File: config.mk
export PLATFORM = sky130hd
export DESIGN_NAME = div_seq_ctrl
export DESIGN_NICKNAME = d
export VERILOG_FILES = /design/src/rtl/div_seq_ctrl.sv
export SDC_FILE = /design/constraint.sdc
export NUM_CORES = 1
export LEC_CHECK = 0
export ABC_CLOCK_PERIOD_IN_PS = 5900
export BUFFER_PORTS_ARGS = -buffer_cell sky130_fd_sc_hd__buf_2
export CAP_MARGIN = 20
export CORE_ASPECT_RATIO = 0.5
export CORE_UTILIZATION = 30
export DETAILED_ROUTE_END_ITERATION = 10
export PLACE_DENSITY = 0.52
export REMOVE_ABC_BUFFERS = 1
export SLEW_MARGIN = 10
export SYNTH_ARGS = -nofsm -noshare
export SYNTH_HDL_FRONTEND = slang
export SYNTH_SLANG_ARGS = --single-unit
File: constraint.sdc
create_clock -name clk -period 5.9 [get_ports clk]
set_input_delay 0.59 -clock clk [delete_from_list [all_inputs] [get_ports clk]]
set_output_delay 0.59 -clock clk [all_outputs]
set_load 0.05 [all_outputs]
File: src/rtl/div_seq_ctrl.sv
// Multi-cycle radix-2 restoring divide sequencer for DIV/DIVU in EX; returns {remainder, quotient}.
// Optional macro DIV_ZERO_FLAG_EN adds the div_zero_o flag output and its register.
module div_seq_ctrl #(
    parameter int WIDTH = 32
) (
    input  logic               clk,
    input  logic               rst,
    input  logic               signed_div_i,
    input  logic [WIDTH-1:0]   opdata1_i,
    input  logic [WIDTH-1:0]   opdata2_i,
    input  logic               start_i,
    input  logic               annul_i,
    output logic [2*WIDTH-1:0] result_o,
    output logic               ready_o,
    output logic               stallreq_o
`ifdef DIV_ZERO_FLAG_EN
    ,
    output logic               div_zero_o
`endif
);

    localparam int CW = (WIDTH > 1) ? $clog2(WIDTH) : 1;
    localparam logic [CW-1:0]    LAST_CNT = CW'(WIDTH - 1);
    localparam logic [CW-1:0]    CNT_ONE  = CW'(1'b1);
    localparam logic [WIDTH-1:0] ONE      = {{(WIDTH-1){1'b0}}, 1'b1};

    typedef enum logic [1:0] {
        ST_FREE   = 2'b00,
        ST_BYZERO = 2'b01,
        ST_ON     = 2'b10,
        ST_END    = 2'b11
    } state_t;

    function automatic logic [WIDTH-1:0] cond_neg(input logic [WIDTH-1:0] v, input logic neg);
        logic [WIDTH-1:0] r;
        if (neg) begin
            r = ~v + ONE;
        end else begin
            r = v;
        end
        return r;
    endfunction

    state_t             state_r, state_nxt_s;
    logic [CW-1:0]      cnt_r, cnt_nxt_s;
    logic [WIDTH-1:0]   rem_r, rem_nxt_s;
    logic [WIDTH-1:0]   quo_r, quo_nxt_s;
    logic [WIDTH-1:0]   dvs_r, dvs_nxt_s;
    logic               neg_q_r, neg_q_nxt_s;
    logic               neg_rem_r, neg_rem_nxt_s;
    logic               ready_r, ready_nxt_s;
    logic [2*WIDTH-1:0] result_r, result_nxt_s;

    logic [WIDTH:0]     shifted_s;
    logic [WIDTH:0]     trial_s;
    logic               borrow_s;
    logic [WIDTH-1:0]   step_rem_s;
    logic [WIDTH-1:0]   step_quo_s;
    logic               accept_s;
    logic               sign1_s;
    logic               sign2_s;

    // One restoring step: the dividend register shifts out into the partial remainder
    // while quotient bits shift in from the bottom.
    always_comb begin
        shifted_s  = {rem_r, quo_r[WIDTH-1]};
        trial_s    = shifted_s - {1'b0, dvs_r};
        borrow_s   = trial_s[WIDTH];
        step_quo_s = {quo_r[WIDTH-2:0], ~borrow_s};
        if (borrow_s) begin
            step_rem_s = shifted_s[WIDTH-1:0];
        end else begin
            step_rem_s = trial_s[WIDTH-1:0];
        end
    end

    assign accept_s = start_i & ~annul_i;
    assign sign1_s  = signed_div_i & opdata1_i[WIDTH-1];
    assign sign2_s  = signed_div_i & opdata2_i[WIDTH-1];

    // Next-state and datapath update for the sequencer.
    always_comb begin
        state_nxt_s   = state_r;
        cnt_nxt_s     = cnt_r;
        rem_nxt_s     = rem_r;
        quo_nxt_s     = quo_r;
        dvs_nxt_s     = dvs_r;
        neg_q_nxt_s   = neg_q_r;
        neg_rem_nxt_s = neg_rem_r;
        ready_nxt_s   = ready_r;
        result_nxt_s  = result_r;
        case (state_r)
            ST_FREE: begin
                ready_nxt_s  = 1'b0;
                result_nxt_s = {(2*WIDTH){1'b0}};
                if (accept_s && (opdata2_i == {WIDTH{1'b0}})) begin
                    state_nxt_s = ST_BYZERO;
                end else if (accept_s) begin
                    state_nxt_s   = ST_ON;
                    cnt_nxt_s     = {CW{1'b0}};
                    rem_nxt_s     = {WIDTH{1'b0}};
                    quo_nxt_s     = cond_neg(opdata1_i, sign1_s);
                    dvs_nxt_s     = cond_neg(opdata2_i, sign2_s);
                    neg_q_nxt_s   = sign1_s ^ sign2_s;
                    neg_rem_nxt_s = sign1_s;
                end else begin
                    state_nxt_s = ST_FREE;
                end
            end
            ST_BYZERO: begin
                if (annul_i) begin
                    state_nxt_s = ST_FREE;
                end else begin
                    state_nxt_s = ST_END;
                    rem_nxt_s   = {WIDTH{1'b0}};
                    quo_nxt_s   = {WIDTH{1'b0}};
                end
            end
            ST_ON: begin
                if (annul_i) begin
                    state_nxt_s = ST_FREE;
                    cnt_nxt_s   = {CW{1'b0}};
                end else if (cnt_r == LAST_CNT) begin
                    // Final step also restores the operand signs.
                    state_nxt_s = ST_END;
                    cnt_nxt_s   = {CW{1'b0}};
                    rem_nxt_s   = cond_neg(step_rem_s, neg_rem_r);
                    quo_nxt_s   = cond_neg(step_quo_s, neg_q_r);
                end else begin
                    cnt_nxt_s = cnt_r + CNT_ONE;
                    rem_nxt_s = step_rem_s;
                    quo_nxt_s = step_quo_s;
                end
            end
            ST_END: begin
                if (!start_i || annul_i) begin
                    state_nxt_s  = ST_FREE;
                    ready_nxt_s  = 1'b0;
                    result_nxt_s = {(2*WIDTH){1'b0}};
                end else begin
                    ready_nxt_s  = 1'b1;
                    result_nxt_s = {rem_r, quo_r};
                end
            end
            default: begin
                state_nxt_s  = ST_FREE;
                ready_nxt_s  = 1'b0;
                result_nxt_s = {(2*WIDTH){1'b0}};
            end
        endcase
    end

    // State, datapath and output registers with synchronous active-low reset.
    always_ff @(posedge clk) begin
        if (!rst) begin
            state_r   <= ST_FREE;
            cnt_r     <= {CW{1'b0}};
            rem_r     <= {WIDTH{1'b0}};
            quo_r     <= {WIDTH{1'b0}};
            dvs_r     <= {WIDTH{1'b0}};
            neg_q_r   <= 1'b0;
            neg_rem_r <= 1'b0;
            ready_r   <= 1'b0;
            result_r  <= {(2*WIDTH){1'b0}};
        end else begin
            state_r   <= state_nxt_s;
            cnt_r     <= cnt_nxt_s;
            rem_r     <= rem_nxt_s;
            quo_r     <= quo_nxt_s;
            dvs_r     <= dvs_nxt_s;
            neg_q_r   <= neg_q_nxt_s;
            neg_rem_r <= neg_rem_nxt_s;
            ready_r   <= ready_nxt_s;
            result_r  <= result_nxt_s;
        end
    end

    assign result_o   = result_r;
    assign ready_o    = ready_r;
    assign stallreq_o = start_i & ~ready_r;

`ifdef DIV_ZERO_FLAG_EN
    logic dz_r;

    // Zero-divisor flag: raised on acceptance, dropped whenever the FSM returns to FREE.
    always_ff @(posedge clk) begin
        if (!rst) begin
            dz_r <= 1'b0;
        end else if ((state_r == ST_FREE) && accept_s && (opdata2_i == {WIDTH{1'b0}})) begin
            dz_r <= 1'b1;
        end else if (state_nxt_s == ST_FREE) begin
            dz_r <= 1'b0;
        end else begin
            dz_r <= dz_r;
        end
    end

    assign div_zero_o = dz_r;
`endif

endmodule

==> impl_metrics.csv, run 1 <==
group,metric,value,unit
yosys,synth-edff-count,0,
detailed_routing,drc_errors,0,
sta,timing.clock.skew,12.4,ps
sta,final-hold-violation-count,0,
die,dieArea,40600,um^2
placed_design,gp_congestion,0.884,
clock_network,htreeDepth,4,
hold_path,timing.hold.worst.class,"flop to flop",
worst_setup_path,worstPathArrival,5320,ps
yosys,synth_cell_types,91,
clock_network,tritoncts.num_buffers,17,
power_and_ir_drop,cellPowerDensity,221,nW/um^2
global_route,grt_overflow,0,
yosys,dominant_combinational_cell_family_by_area_after_synthesis,"compound AO/OA/AOI/OAI gates",
global_route,pin_count_of_the_biggest_net_entering_global_routing,86,
clock_network,num_clock_sinks,170,
worst_setup_path,cp_common_cell,"sky130_fd_sc_hd__o21ai_0",
clock_network,post_cts_buffers,0,
die,dieHeight,143,um
worst_setup_path,critical_path.startpoint_type,"flop",
clock_network,cts_root_buf,"sky130_fd_sc_hd__clkbuf_16",
sta,layout_worst_path_cycle_share,0.849,
clock_network,ctsResizeCount,0,
detailed_routing,dr.pass1.iters,5,
clock_network,cts.path.max_buffers,2,
die,placementRows,51,
detailed_routing,via_count,11100,
yosys,postSynthRegisterBits,170,
clock_network,worst_setup_hold_path_clk_slew,70,ps
yosys,share_of_synthesized_area_spent_on_multiplexers,0.0219,
sta,maxClockFrequency,0.200,GHz
layout,area_delta_synth_final,13.3,%
sta,timing_worst_slew_pin_value,1070,ps
job,drv.max_cap_violation_count,0,
detailed_routing,detail_route.wl_per_cell,17.2,um
yosys,synth_compound_area_frac,0.276,
detailed_routing,post_drt_via_cell_ratio,5.24,
yosys,post_synth.cell_area_avg,7.93,um^2
layout,fin_nets,1688,
worst_setup_path,timing.critical_path.required,6210,ps
worst_setup_path,critPathSlowestCell,"sky130_fd_sc_hd__fa_1",
layout,final_core_util,0.346,
worst_setup_path,worst_path_largest_cell_delay,420,ps
run_status,outcome,"complete, no violations",
die,initial_core_utilization,0.305,
sta,setup_tns,0,ps
sta,setup_viol_count_final,0,
sta,unrepaired_setup_endpoints_after_global_routing,"no",
yosys,synthAdderAreaFrac,0.0457,
die,core_region_area,39100,um^2
layout,final_design_area_no_fill,13500,um^2
yosys,xor_and_xnor_fraction_of_the_mapped_netlist_area,0.108,
global_route,grt_pass1_wl,57200,um
placed_design,post-dp-hpwl,26800,um
sta,worst_slew_margin_rel,0.286,
worst_setup_path,worst-setup-path-type,"flop to flop",
global_route,overall_track_demand_over_capacity_in_global_routing,0.178,
power_and_ir_drop,power.ir.vdd_worst,0.224,mV
detailed_routing,final_antenna_net_count,0,
layout,most-common-layout-cells,"sky130_fd_sc_hd__dfxtp_1 (170), sky130_fd_sc_hd__nand2_1 (156), sky130_fd_sc_hd__buf_2 (133)",
detailed_routing,drt_iter0_markers,847,
die,die-width,284,um
yosys,syn_inst_count,1505,
worst_setup_path,critPathCaptureType,"flop",
sta,final.min_clock_period,5010,ps
yosys,synthSimpleGateAreaFrac,0.207,
clock_network,holdBufCountCts,0,
layout,drive_above_1_share,0.137,
clock_network,cts_tree,"done",
yosys,ys_warn_count,0,
placed_design,numPortBuffers,134,
die,boundaryPins,135,
worst_setup_path,worstPathCellList,"inv_1 > ha_1 > fa_1 > nand2b_1 > a211oi_4 > nor2_1 > o21ai_0 > a21boi_1 > o21ai_2 > nand2_4 > o21ai_0 > ha_1 > nand2_1 > inv_1 > nand4_1 > a2111oi_0 > a31o_2 > and3_1 > a41oi_1 > xnor2_1 > o21ai_0",
worst_setup_path,largest_fanout_of_any_net_on_the_critical_path,7,
yosys,netlist_area,11900,um^2
layout,mostFrequentLayoutCell,"sky130_fd_sc_hd__dfxtp_1",
placed_design,post_dp_cell_area,12900,um^2
sta,timing.final.max_slew_violations,0,
layout,fill_cells,4193,
global_route,initial_antenna_violation_count,5,
yosys,synth_ff_type,"sky130_fd_sc_hd__dfxtp_1",
yosys,postSynth.asyncResetShare,0,
clock_network,clk-insertion-delay-late,460,ps
yosys,synth.yosys.seq_area_share,0.285,
detailed_routing,route.final.wire_length,36500,um
power_and_ir_drop,power.static_leakage,0.00538,uW
global_route,first_global_vias,10300,
path summary, 6_finish.rpt:
path              from        end  slack, ps  cells after the start
max          quo_r[31]  rem_r[30]        890                     21
min          dvs_r[31]  dvs_r[31]        470                      2
max reg2reg  quo_r[31]  rem_r[30]        890                     21
min reg2reg  dvs_r[31]  dvs_r[31]        470                      2
layout make-up:
class / instances / area, um^2 / area share
Sequential cell: 170 / 3400 / 0.252
Clock inverter: 13 / 109 / 0.00806
Antenna cell: 4 / 10.0 / 0.000741
Tap cell: 530 / 663 / 0.0491
Clock buffer: 19 / 443 / 0.0328
Timing Repair Buffer: 148 / 778 / 0.0576
Multi-Input combinational cell: 1179 / 7880 / 0.583
Inverter: 60 / 225 / 0.0167
report_power, final:
| group | internal [uW] | switching [uW] |
|---|---|---|
| clock | 560 | 535 |
| combinational | 251 | 414 |
| sequential | 1190 | 45.0 |
| total | 2000 | 994 |
cells by family after synthesis:
family                   count (synthesis)
multiplexers                            26
AO/OA/AOI/OAI                          469
XOR/XNOR                               147
flip-flops                             170
AND/OR/NAND/NOR                        494
adder cells (fa/ha/maj)                 43
buffers and inverters                  156
sequential cells by signal, indices dropped and copies added (netlist names):
name	count
neg_q_r	1
result_o	64
neg_rem_r	1
rem_r	32
state_r	2
quo_r	32
ready_o	1
dvs_r	32
cnt_r	5
Yosys cell counts, drive strengths merged, types with 28 or more instances:
| cell type | n | area [um^2] |
|---|---|---|
| nand3 | 29 | 145 |
| a22oi | 72 | 541 |
| nor2b | 77 | 482 |
| o21ai | 95 | 487 |
| nor3 | 36 | 201 |
| o211a | 43 | 430 |
| ha | 42 | 526 |
| a21oi | 86 | 442 |
| xor2 | 67 | 587 |
| nand2 | 157 | 597 |
| nor2 | 96 | 360 |
| dfxtp | 170 | 3400 |
| xnor2 | 80 | 701 |
| inv | 59 | 221 |
| clkbuf | 84 | 365 |
| a21boi | 28 | 214 |
metal layers:
metal  GRT usage  wire length (um)
met5           0                18
met4      0.0422               470
met3      0.0369              1980
met2       0.284             16300
met1       0.245             17800
through the flow:
stage          instances  power (uW)  setup WS [ps]  hold WS, ps
2_1_floorplan       1409        1700            291          441
4_1_cts             2119        3020            864          470
3_3_place_gp        2087        1920           1060          454
5_1_grt             2120        3140            318          491
3_5_place_dp        2087        1920            953          462
6_report            2123        2990            891          468
worst max-delay path: cells and delay by family (launching register included):
kind	cells	cell delay, ps
DFF	1	410
xor gates and xnor gates	1	190
adders and majority gates	3	920
AOI/OAI and AO/OA	9	2260
and+or+nand+nor	6	940
buffers and inverters	2	160
(Power assumes the default switching activity.)
==> run 2: changes to the inputs <==
Settings changed: ABC_AREA from default to 1, ABC_CLOCK_PERIOD_IN_PS 5900 to 5100, PLACE_DENSITY 0.52 to 0.51.
Clock period 5.9 ns to 5.1 ns, I/O delays scaled along.
==> impl_metrics.csv, run 2 <==
group,metric,value,unit
run_status,outcome,"complete, no violations",
global_route,overall_track_demand_over_capacity_in_global_routing,0.196,
die,die-width,295,um
detailed_routing,dr.pass1.iters,5,
yosys,synthDominantCellAreaShare,0.265,
sta,final.min_clock_period,4500,ps
placed_design,post-dp-hpwl,32300,um
yosys,postSynthRegisterBits,170,
clock_network,cts.path.max_buffers,2,
detailed_routing,final_antenna_net_count,0,
hold_path,timing.hold.worst.class,"primary input to flop",
sta,timing_worst_slew_pin_value,970,ps
power_and_ir_drop,cellPowerDensity,248,nW/um^2
worst_setup_path,critical_path.startpoint_type,"flop",
yosys,synth_cell_types,55,
job,drv.max_cap_violation_count,0,
detailed_routing,route.final.wire_length,42500,um
die,placementRows,53,
clock_network,worst_setup_hold_path_clk_slew,70,ps
worst_setup_path,critical_path.top_delay_family,"simple AND/OR/NAND/NOR gates",
worst_setup_path,cp_common_cell,"sky130_fd_sc_hd__nand2_1",
layout,fin_nets,2326,
layout,fill_cells,4732,
yosys,synth.yosys.seq_area_share,0.265,
yosys,post_synth.cell_area_avg,6.04,um^2
placed_design,gp_congestion,0.934,
clock_network,cts_root_buf,"sky130_fd_sc_hd__clkbuf_16",
yosys,ys_warn_count,0,
detailed_routing,post_drt_via_cell_ratio,4.76,
global_route,pin_count_of_the_biggest_net_entering_global_routing,66,
layout,drive_above_1_share,0.120,
yosys,syn_inst_count,2129,
power_and_ir_drop,power.static_leakage,0.00694,uW
power_and_ir_drop,clkPwrFrac,0.405,
yosys,postSynth.asyncResetShare,0,
power_and_ir_drop,cell_internal_power,2430,uW
global_route,first_global_vias,12300,
clock_network,clk-insertion-delay-late,460,ps
sta,final-hold-violation-count,0,
yosys,synth_largest_area_cell,"sky130_fd_sc_hd__dfxtp_1",
worst_setup_path,timing.critical_path.required,5460,ps
sta,layout_worst_path_cycle_share,0.882,
detailed_routing,wl_met1,20800,um
worst_setup_path,critPathCaptureType,"flop",
clock_network,htreeDepth,4,
detailed_routing,routed-wl-met2,19000,um
sta,timing.final.ws_setup,604,ps
yosys,synth-edff-count,0,
detailed_routing,drt_iter0_markers,713,
layout,largest_register_ff_count,64,
global_route,grt_overflow,0,
clock_network,tritoncts.num_buffers,17,
sta,maxClockFrequency,0.222,GHz
die,core_region_area,42100,um^2
yosys,synth_ff_type,"sky130_fd_sc_hd__dfxtp_1",
worst_setup_path,worst_path_largest_cell_delay,410,ps
power_and_ir_drop,switching_share,0.326,
global_route,initial_antenna_violation_count,3,
worst_setup_path,critPathSlowestCell,"sky130_fd_sc_hd__fa_1",
worst_setup_path,worst-path-buf-inv,3,
placed_design,numPortBuffers,134,
power_and_ir_drop,net-switching-power,1170,uW
yosys,netlist_area,12900,um^2
worst_setup_path,largest_fanout_of_any_net_on_the_critical_path,9,
yosys,synth.top_cells.by_area,"sky130_fd_sc_hd__dfxtp_1 (26%), sky130_fd_sc_hd__nand2_1 (18%), sky130_fd_sc_hd__a21oi_1 (8.3%), sky130_fd_sc_hd__inv_1 (7.8%), sky130_fd_sc_hd__nand3_1 (6.0%)",
sta,timing.clock.skew,12.4,ps
detailed_routing,drc_errors,0,
yosys,synth.cells.most_frequent,"sky130_fd_sc_hd__nand2_1 (625), sky130_fd_sc_hd__inv_1 (267), sky130_fd_sc_hd__a21oi_1 (213)",
global_route,grt_pass1_wl,67300,um
layout,area_delta_synth_final,13.3,%
sta,timing.final.max_slew_violations,0,
layout,mostFrequentLayoutCell,"sky130_fd_sc_hd__nand2_1",
layout,most-common-layout-cells,"sky130_fd_sc_hd__nand2_1 (625), sky130_fd_sc_hd__inv_1 (267), sky130_fd_sc_hd__a21oi_1 (213)",
die,dieArea,43800,um^2
clock_network,num_clock_sinks,170,
die,dieHeight,148,um
die,initial_core_utilization,0.306,
yosys,yosys.cell_count.top_type,"sky130_fd_sc_hd__nand2_1",
detailed_routing,via_count,13400,
worst_setup_path,worst-setup-path-type,"flop to flop",
layout,final_design_area_no_fill,14600,um^2
power_and_ir_drop,power.sequential.fraction,0.393,
detailed_routing,detail_route.wl_per_cell,15.1,um
power_and_ir_drop,combinationalPowerShare,0.201,
power_and_ir_drop,power.ir.vdd_worst,0.251,mV
clock_network,cts_tree,"done",
sta,worst_slew_margin_rel,0.353,
worst_setup_path,worstPathArrival,4860,ps
layout,final_core_util,0.346,
placed_design,pre_cts_slack,489,ps
placed_design,post_dp_cell_area,13900,um^2
detailed_routing,routed.top_layer,"met4",
sta,unrepaired_setup_endpoints_after_global_routing,"no",
detailed_routing,detailroute.wirelength.met3,1800,um
die,boundaryPins,135,
sta,setup_viol_count_final,0,
## run 2: what timing repair did
action	in CTS	in global routing
resized for setup	0	2
hold buffers	0	0
endpoints found under the setup margin	0	5
buffers inserted	0	0
## run 2: metrics by stage
step | cells | setup TNS [ps] | total power (uW) | hold slack, ps
6_report | 2806 | 0 | 3610 | 343
5_1_grt | 2806 | 0 | 3790 | 336
4_1_cts | 2803 | 0 | 3640 | 322
3_5_place_dp | 2772 | 0 | 2170 | 451
3_3_place_gp | 2772 | 0 | 2170 | 445
2_1_floorplan | 2051 | -7290 | 1930 | 433
## run 2: cell type report
cell class | instances | area (um^2) | share of cell area
Antenna cell | 3 | 7.51 | 0.000515
Clock buffer | 17 | 425 | 0.0292
Clock inverter | 14 | 208 | 0.0142
Inverter | 275 | 1030 | 0.0710
Multi-Input combinational cell | 1606 | 8030 | 0.551
Sequential cell | 170 | 3400 | 0.233
Tap cell | 577 | 722 | 0.0495
Timing Repair Buffer | 144 | 746 | 0.0512
## run 2: cell families (layout without fill, tap and decap cells)
group / Yosys count / after routing / share of synthesized area
AOI/OAI and AO/OA: 401 / 401 / 0.168
xor gates and xnor gates: 55 / 55 / 0.0374
adders and majority gates: 43 / 43 / 0.0424
buffers and inverters: 353 / 450 / 0.114
DFF: 170 / 170 / 0.265
other: 0 / 3 / 0
and+or+nand+nor: 1107 / 1107 / 0.374
## run 2: metal layers
layer	GRT usage	up-vias
met3	0.0293	53
li1	-	7024
met5	0	-
met4	0.0594	0
met1	0.269	6016
met2	0.315	259
## run 2: final timing paths
| path | startpoint | end | slack, ps | cells after the start |
|---|---|---|---|---|
| worst min register to register | result_o[63] | result_o[63] | 450 | 2 |
| worst max register to register | quo_r[31] | quo_r[30] | 600 | 29 |
| worst max-delay path | quo_r[31] | quo_r[30] | 600 | 29 |
| worst min-delay path | opdata2_i[1] | dvs_r[1] | 340 | 3 |
## run 2: worst reg2reg max path, delay by kind of cell (launching register included)
| kind | cells | cell delay (ps) |
|---|---|---|
| AOI/OAI and AO/OA | 3 | 510 |
| adders and majority gates | 3 | 840 |
| buffers and inverters | 3 | 220 |
| DFF | 1 | 360 |
| and+or+nand+nor | 20 | 2470 |
## run 2: power groups by stage
stage | Sequential (uW) | Clock (uW) | Combinational, uW
final | 1420 | 1460 | 726
after global placement | 1450 | 0 | 721
after global routing | 1430 | 1550 | 821
after CTS | 1420 | 1500 | 723
after floorplan | 1430 | 0 | 500
after detailed placement | 1450 | 0 | 720
